==> src/rtl/hb_mon_pkg.sv <==
// Shared types and constants for the heartbeat monitor.
// Latency: n/a (declarations only).
// Backpressure: n/a.
package hb_mon_pkg;

   // Monitor state: waiting for a first edge, acquiring lock, locked, sticky fault
   typedef enum logic [1:0] {
      ST_IDLE   = 2'd0,
      ST_ACQ    = 2'd1,
      ST_LOCKED = 2'd2,
      ST_FAULT  = 2'd3
   } state_t;

   // fault_code values
   localparam logic [1:0] FC_NONE    = 2'd0;
   localparam logic [1:0] FC_SHORT   = 2'd1;
   localparam logic [1:0] FC_LONG    = 2'd2;
   localparam logic [1:0] FC_TIMEOUT = 2'd3;

   // Cycles after reset release during which edges are ignored
   localparam int PRIME_LEN = 4;

endpackage

==> src/rtl/hb_sync_edge.sv <==
// Synchronizes the async heartbeat line and flags either-polarity edges.
// Latency: hb_in change -> edge_pulse visible 2 cycles later, consumed on the 3rd edge.
// Backpressure: none; edge_pulse is a single-cycle strobe.
module hb_sync_edge
   import hb_mon_pkg::*;
(
   input  logic clk,
   input  logic rst_n,
   input  logic hb_in,
   output logic edge_pulse
);

   logic       sync1;
   logic       sync2;
   logic       sync3;
   logic [2:0] prime_cnt;
   logic       primed;

   // Primed once PRIME_LEN cycles have elapsed since reset release; this masks the
   // spurious edge when the line is already high as the zero-reset sync flops fill.
   assign primed     = (prime_cnt == 3'(PRIME_LEN));
   assign edge_pulse = primed && (sync2 != sync3);

   // Two-flop synchronizer, delayed copy for edge detect, and priming counter
   always_ff @(posedge clk) begin
      if (!rst_n) begin
         sync1     <= 1'b0;
         sync2     <= 1'b0;
         sync3     <= 1'b0;
         prime_cnt <= '0;
      end else begin
         sync1 <= hb_in;
         sync2 <= sync1;
         sync3 <= sync2;
         if (!primed)
            prime_cnt <= prime_cnt + 3'd1;
      end
   end

endmodule

==> src/rtl/led_heartbeat_monitor.sv <==
// Measures heartbeat edge intervals, declares lock, and latches sticky faults.
// Latency: outputs update on the edge-detect cycle (3 cycles after hb_in changes).
// Backpressure: none; clr_fault is a single-cycle pulse honoured only in FAULT.
module led_heartbeat_monitor
   import hb_mon_pkg::*;
#(
   parameter int EXP_INTERVAL = 1001,
   parameter int TOL          = 2,
   parameter int LOCK_COUNT   = 4,
   parameter int CNT_W        = 32
)(
   input  logic             clk,
   input  logic             rst_n,
   input  logic             hb_in,
   input  logic             clr_fault,
   output logic             locked,
   output logic             fault,
   output logic [1:0]       fault_code,
   output logic [CNT_W-1:0] last_interval,
   output logic [15:0]      edge_count
);

   localparam int                GW      = $clog2(LOCK_COUNT + 1);
   localparam logic [CNT_W-1:0] LO_LIM  = CNT_W'(EXP_INTERVAL - TOL);
   localparam logic [CNT_W-1:0] HI_LIM  = CNT_W'(EXP_INTERVAL + TOL);
   localparam logic [CNT_W-1:0] TO_LIM  = CNT_W'(2 * EXP_INTERVAL);
   localparam logic [CNT_W-1:0] CNT_MAX = '1;

   state_t           state;
   logic [CNT_W-1:0] cnt;
   logic [GW-1:0]    good_cnt;
   logic             edge_pulse;
   logic [CNT_W-1:0] meas;
   logic             is_short;
   logic             is_long;
   logic             timeout;

   hb_sync_edge u_sync (
      .clk        (clk),
      .rst_n      (rst_n),
      .hb_in      (hb_in),
      .edge_pulse (edge_pulse)
   );

   // Interval as seen on this cycle; a saturated counter stays saturated so it
   // classifies as long instead of wrapping to a small value.
   assign meas     = (cnt == CNT_MAX) ? CNT_MAX : cnt + CNT_W'(1);
   assign is_short = (meas < LO_LIM);
   assign is_long  = (meas > HI_LIM);
   // An edge on the threshold cycle takes precedence and is classified instead
   assign timeout  = !edge_pulse && (meas == TO_LIM);

   // Lock/fault FSM with interval counter, classifier and registered outputs
   always_ff @(posedge clk) begin
      if (!rst_n) begin
         state         <= ST_IDLE;
         cnt           <= '0;
         good_cnt      <= '0;
         locked        <= 1'b0;
         fault         <= 1'b0;
         fault_code    <= FC_NONE;
         last_interval <= '0;
         edge_count    <= '0;
      end else begin
         if (edge_pulse)
            cnt <= '0;
         else if (cnt != CNT_MAX)
            cnt <= cnt + CNT_W'(1);

         case (state)
            ST_FAULT: begin
               // Clear beats a coincident edge: that edge is simply dropped
               if (clr_fault) begin
                  state      <= ST_IDLE;
                  fault      <= 1'b0;
                  fault_code <= FC_NONE;
                  edge_count <= '0;
                  cnt        <= '0;
                  good_cnt   <= '0;
               end
            end
            default: begin
               if (edge_pulse) begin
                  if (edge_count != 16'hFFFF)
                     edge_count <= edge_count + 16'd1;
                  if (state == ST_IDLE) begin
                     // First edge only starts the measurement window
                     state    <= ST_ACQ;
                     good_cnt <= '0;
                  end else if (is_short || is_long) begin
                     state         <= ST_FAULT;
                     fault         <= 1'b1;
                     locked        <= 1'b0;
                     fault_code    <= is_short ? FC_SHORT : FC_LONG;
                     last_interval <= meas;
                  end else begin
                     last_interval <= meas;
                     if (state == ST_ACQ) begin
                        good_cnt <= good_cnt + GW'(1);
                        if (good_cnt == GW'(LOCK_COUNT - 1)) begin
                           state  <= ST_LOCKED;
                           locked <= 1'b1;
                        end
                     end
                  end
               end else if (timeout) begin
                  state      <= ST_FAULT;
                  fault      <= 1'b1;
                  locked     <= 1'b0;
                  fault_code <= FC_TIMEOUT;
               end
            end
         endcase
      end
   end

endmodule
==> config.mk <==
export PLATFORM = sky130hd
export DESIGN_NAME = led_heartbeat_monitor
export DESIGN_NICKNAME = d
export VERILOG_FILES = /design/src/rtl/hb_mon_pkg.sv /design/src/rtl/hb_sync_edge.sv /design/src/rtl/led_heartbeat_monitor.sv
export SDC_FILE = /design/constraint.sdc
export NUM_CORES = 1
export LEC_CHECK = 0
export CORE_AREA = 5 5 113 115
export CTS_CLUSTER_SIZE = 24
export DETAILED_ROUTE_END_ITERATION = 10
export DIE_AREA = 0 0 118 120
export PLACE_DENSITY = 0.67
export SYNTH_ARGS = -nofsm -noshare
export SYNTH_HDL_FRONTEND = slang
export SYNTH_SLANG_ARGS = --single-unit
==> constraint.sdc <==
create_clock -name clk -period 4.2 [get_ports clk]
set_input_delay 0.84 -clock clk [delete_from_list [all_inputs] [get_ports clk]]
set_output_delay 0.84 -clock clk [all_outputs]
set_load 0.03 [all_outputs]
==> qor.txt, run 1 <==
Detailed Place HPWL = 7500 um
Routed Antenna Nets = 0
Post-CTS Setup Repair Bufs = 0
Syn avg cell area = 8.33 um2
Area fraction of the dominant cell type after synthesis = 0.423
Gr ovfl total = 0
Clk sinks = 95
Cell accounting for the most synthesized area = dfxtp_1
Clock Power Share = 0.451
Layout area overhead = 20.9%
Initial cell density of the core = 0.384
Lkg Pwr = 1.91 nW
Pwr per Cell Area = 327 mW/mm2
Num rows = 40
CP Buf/Inv Count = 1
Clock buffer depth = 2
CTS root buf = clkbuf_16
CP Launch Type = flop
Combinational share of power = 0.034
Via count of the first global-routing pass = 3714
Max Clk Rate = 0.283 GHz
GRT Overall Usage = 0.149
Dpl ws = 714 ps
Fin crit share = 0.843
FF-to-FF setup slack = 660 ps
Final Slew Violations = 0
Sw Share = 0.217
Final setup margin = 660 ps
Final Setup Violations = 0
Worst-Margin Slew = 771 ps
RSZ-0062 raised after global routing = false
DRC viols = 0
CTS H-Tree Depth = 3
Clk pin slew, worst setup/hold paths = 70 ps
Int Pwr = 1.39 mW
Minimum clock period after layout = 3540 ps
Crit path DAT = 3800 ps
Status = finished clean
Setup TNS = 0 ps
Core outline area = 0.0117 mm2
Post-CTS resize count = 0
Die ar. = 0.0142 mm2
Number of max-cap violations = 0
Post-Synthesis Cells = 540
Primary FF master, synth = dfxtp_1
Port buffer count = 55
Fillers = 1151
# IOs = 56
Seq/Total Area, Yosys = 0.423
Final hold vios = 0
Most common cell in the netlist = nor2_1
CP delay by family, top = simple AND/OR/NAND/NOR gates
Min-delay src = u_sync.sync1
Hold endpoint = u_sync.sync2
# hold bufs at CTS = 0
Synth unique cells = 59
Synth area leaders = dfxtp_1 (42%), nor2_1 (10%), xor2_1 (4.3%)
Hold Path Class = flop to flop
R2R Path Start = cnt[0]
Detailed Route Iter0 Violations = 222
Worst r2r dst = state[1]
DRT Pass-1 Iters = 5
WP data required = 4460 ps
Reg2reg path depth = 14
Vias per inst = 5.28
Drt wl/cell = 14.2 um
Setup crit end kind = flop
Placer Congestion = 0.881
Mapped cell area = 0.00450 mm2
Switch Pwr = 0.387 mW
Die Ht = 120 um
Total Routed Length = 10400 um
Clk Latency, worst-skew pair = 340 ps
Yosys reg bits = 95
DIE WIDTH = 118 um
N_diodes = 0
CTS Buf Count = 9
Mapped Nets = 554
Layout cells sized above 1 = 0.0563
Setup skew after layout = 6.05 ps
Critical-path top delay cell = or4_1
First-pass GRT wire length = 17900 um
Post-synth ARST share = 0
Max incr delay on CP = 590 ps
Layout net count = 595
Yosys warns = 0
CP max FO = 8
CP Class = flop to flop
Reg power frac = 0.515
Pin count of the biggest net entering global routing = 37
Hold Path Depth = 1
Worst IR drop on VDD = 0.192 mV
Initial antenna violation count = 0
Slew headroom = 0.481
CTS tree = yes
Synth top cells by count = nor2_1 (121), dfxtp_1 (95), nand2_1 (31)
EDFF count, synth = 0
Vias post-DR = 3867
Crit path cell chain = ha_1, nand2_1, or4_1, nor3b_2, inv_1, ha_1, nand3b_1, mux2i_1, nand2_1, nor3_1, and3_1, and3_1, a31o_4, mux2i_1
==> registers in the layout, summed over array words and instances (netlist names) <==
name and cells:
good_cnt 3, cnt 32, locked 1, u_sync.prime_cnt 3
state 2, u_sync.sync2 1, u_sync.sync3 1, edge_count 16
last_interval 32, fault_code 2, fault 1, u_sync.sync1 1
==> placed cells by master, fill, tap and decap left out, types with 3 or more instances in the layout <==
master,Yosys,routed
a211oi_1,24,24
a21oi_1,15,15
a31oi_1,3,3
and2_1,5,5
and3_1,11,11
buf_4,3,6
clkbuf_16,0,9
clkdlybuf4s50_1,0,55
dfxtp_1,95,95
ha_1,10,10
inv_1,16,16
mux2i_1,11,11
nand2_1,31,31
nand2b_1,4,4
nand3_1,21,21
nand3b_1,3,3
nand4_1,13,13
nor2_1,121,121
nor2b_1,3,3
nor3_1,20,20
nor4_1,8,8
nor4b_1,3,3
o21ai_0,9,9
o31ai_1,4,4
or3_1,5,5
or4_1,3,3
xnor2_1,12,12
xor2_1,22,22
==> area by class of cell <==
class | count | area, um2 | share of cell area
inverter | 17 | 63.8 | 0.0117
sequential | 95 | 1900 | 0.350
multi-input combinational | 397 | 2400 | 0.441
clock buffer | 11 | 233 | 0.0428
timing repair buffer | 61 | 596 | 0.110
clock inverter | 5 | 58.8 | 0.0108
tap | 147 | 184 | 0.0338
==> through the flow <==
stage	power [mW]	utilization	hold WS, ps	cell area (um2)	std cells
after floorplan	0.981	-	412	4500	540
after global placement	0.995	0.439	420	5140	717
after detailed placement	0.998	0.439	428	5140	717
after CTS	1.80	0.464	437	5440	733
after global routing	1.85	0.464	463	5440	733
final	1.78	0.464	434	5440	733
==> worst max path at each step <==
stage	start	to	slack [ps]	cells after the start
6_report	cnt[0]	state[1]	660	14
5_1_grt	cnt[0]	state[1]	340	14
4_1_cts	cnt[0]	state[1]	680	14
3_5_place_dp	cnt[0]	state[1]	710	14
3_3_place_gp	cnt[0]	state[0]	830	14
2_1_floorplan	cnt[0]	state[0]	680	16
==> layer usage <==
layer | routed length, um | global-route usage
met5 | 0 | 0
met4 | 109 | 0.0516
met3 | 476 | 0.0377
met2 | 4820 | 0.244
met1 | 5040 | 0.192
==> cell families after synthesis <==
kind of cell / count (synthesis) / share of synthesized area
fa+ha+maj: 10 / 0.0278
simple gates: 264 / 0.286
compound gates: 77 / 0.126
buf+inv: 48 / 0.0437
xor+xnor: 34 / 0.0662
flops: 95 / 0.423
mux: 12 / 0.0270
==> power by group through the flow <==
| stage | clock network (mW) | logic (mW) | registers [mW] |
|---|---|---|---|
| after floorplan | 0 | 0.0451 | 0.936 |
| after global placement | 0 | 0.0585 | 0.937 |
| after detailed placement | 0 | 0.0604 | 0.938 |
| after CTS | 0.822 | 0.0609 | 0.917 |
| after global routing | 0.864 | 0.0685 | 0.918 |
| final | 0.803 | 0.0604 | 0.917 |
No activity file was read; power rests on OpenSTA's default activity.
==> run 2, diff against run 1 <==
- clock period: 4.2 -> 3.7 ns (I/O delays scaled with it)
==> run 2 against run 1 <==
Effect of this change: maximum frequency up 3.5%; wire length up 1.1%; setup slack worse by 380 ps; global-route usage up 0.62 points; critical path type unchanged; critical endpoint is now state[0]; largest cell class unchanged; highest routed layer unchanged.
==> qor.txt, run 2 (synthesis results as in run 1) <==
Critical Path Start = cnt[3]
Most frequent cells in the layout = nor2_1 (121), dfxtp_1 (95), clkdlybuf4s50_1 (55), nand2_1 (31), a211oi_1 (24)
Crit path DAT = 3660 ps
CTS H-Tree Depth = 3
Detailed Place HPWL = 7550 um
DIE WIDTH = 118 um
Clock buffer depth = 2
WP data required = 3940 ps
CP Launch Type = flop
Clk Latency, worst-skew pair = 340 ps
Final Setup Violations = 0
Drt wl/cell = 14.4 um
Reg2reg path depth = 9
Core outline area = 0.0117 mm2
Slew headroom = 0.498
Placed insts = 718
Final hold vios = 0
Worst IR drop on VDD = 0.325 mV
RSZ-0062 raised after global routing = false
Pin count of the biggest net entering global routing = 33
Fin crit share = 0.924
CP max FO = 15
Initial antenna violation count = 0
Top flop regs = cnt (32), last_interval (32), edge_count (16)
Layout cells sized above 1 = 0.0630
Layout net count = 596
Clk pin slew, worst setup/hold paths = 60 ps
Setup crit end = state[0]
R2R Path Start = cnt[3]
First-pass GRT wire length = 18700 um
Vias per inst = 5.33
Worst-Margin Slew = 747 ps
Setup crit end kind = flop
Die Ht = 120 um
Status = finished clean
CTS tree = yes
Initial cell density of the core = 0.384
Post-CTS Setup Repair Bufs = 0
Total Routed Length = 10600 um
CP Class = flop to flop
Port buffer count = 55
DRC viols = 0
CTS root buf = clkbuf_16
Max Clk Rate = 0.292 GHz
Post-CTS resize count = 0
Hold Path Class = flop to flop
Routed Antenna Nets = 0
Placer Congestion = 0.830
DRT Pass-1 Iters = 4
Setup TNS = 0 ps
Final Slew Violations = 0
Detailed Route Iter0 Violations = 228
N_diodes = 0
FF-to-FF setup slack = 280 ps
Pwr per Cell Area = 377 mW/mm2
# IOs = 56
Clk sinks = 95
CTS Buf Count = 9
Die ar. = 0.0142 mm2
Minimum clock period after layout = 3420 ps
Layout area overhead = 21.5%
Number of max-cap violations = 0
Vias post-DR = 3914
Post-route insts no fill = 734
# hold bufs at CTS = 0
Fin Hold WS = 442 ps
Setup skew after layout = 4.94 ps
Lkg Pwr = 1.93 nW
Worst r2r dst = state[0]
GRT Overall Usage = 0.156
Gr ovfl total = 0
Num rows = 40
Via count of the first global-routing pass = 3928
Commonest non-fill, non-tap cell in the layout = nor2_1
## run 2: cell count changes in the layout (fill, tap and decap cells not counted)
cell        previous run  this run
clkbuf_1               2         0
clkbuf_8               0         2
buf_4                  6         7
clkinv_2               1         2
clkinvlp_4             2         1
ha_1                  10         9
ha_2                   0         1
## run 2: area by class of cell
class	instances	area, um2
Sequential cell	95	1900
Multi-Input combinational cell	397	2400
Clock buffer	11	253
Fill cell	1151	6250
Clock inverter	5	56.3
Inverter	17	63.8
Timing Repair Buffer	62	603
Tap cell	147	184
## run 2: critical path, stage by stage, from the launching register on
cell      delay, ps
dfxtp_1         510
nand4_1         240
or3_1           650
nor4_1          370
mux2i_1         370
nand4_1         120
and4bb_1        410
a31oi_4         160
a31o_4          260
a31o_1          210
## run 2: worst min path at each step
| stage | startpoint | slack, ps | cells past startpoint | to |
|---|---|---|---|---|
| 2_1_floorplan | u_sync.sync1 | 410 | 1 | u_sync.sync2 |
| 3_3_place_gp | u_sync.sync1 | 420 | 1 | u_sync.sync2 |
| 3_5_place_dp | u_sync.sync1 | 430 | 1 | u_sync.sync2 |
| 4_1_cts | u_sync.sync1 | 450 | 1 | u_sync.sync2 |
| 5_1_grt | u_sync.sync1 | 460 | 1 | u_sync.sync2 |
| 6_report | u_sync.sync1 | 440 | 1 | u_sync.sync2 |
## run 2: per-layer routing
metal  up-vias  global-route usage  wire (um)
met1      1844               0.199       4900
met2        99               0.256       4890
met3        11              0.0382        618
met4         0              0.0545        152
met5         -                   0          0
li1       1960                   -          -
## run 2: per-stage QoR
step	worst slack (ps)	power [mW]	instance area, um2	utilization
2_1_floorplan	185	1.11	4500	-
3_3_place_gp	371	1.13	5150	0.440
3_5_place_dp	274	1.13	5150	0.440
4_1_cts	276	2.09	5460	0.466
5_1_grt	29.0	2.13	5460	0.467
6_report	281	2.06	5460	0.467
## run 2: power by group
part	internal [mW]	switching, mW	total [mW]
Combinational	0.0250	0.0444	0.0694
Clock	0.559	0.390	0.950
Sequential	1.03	0.00926	1.04
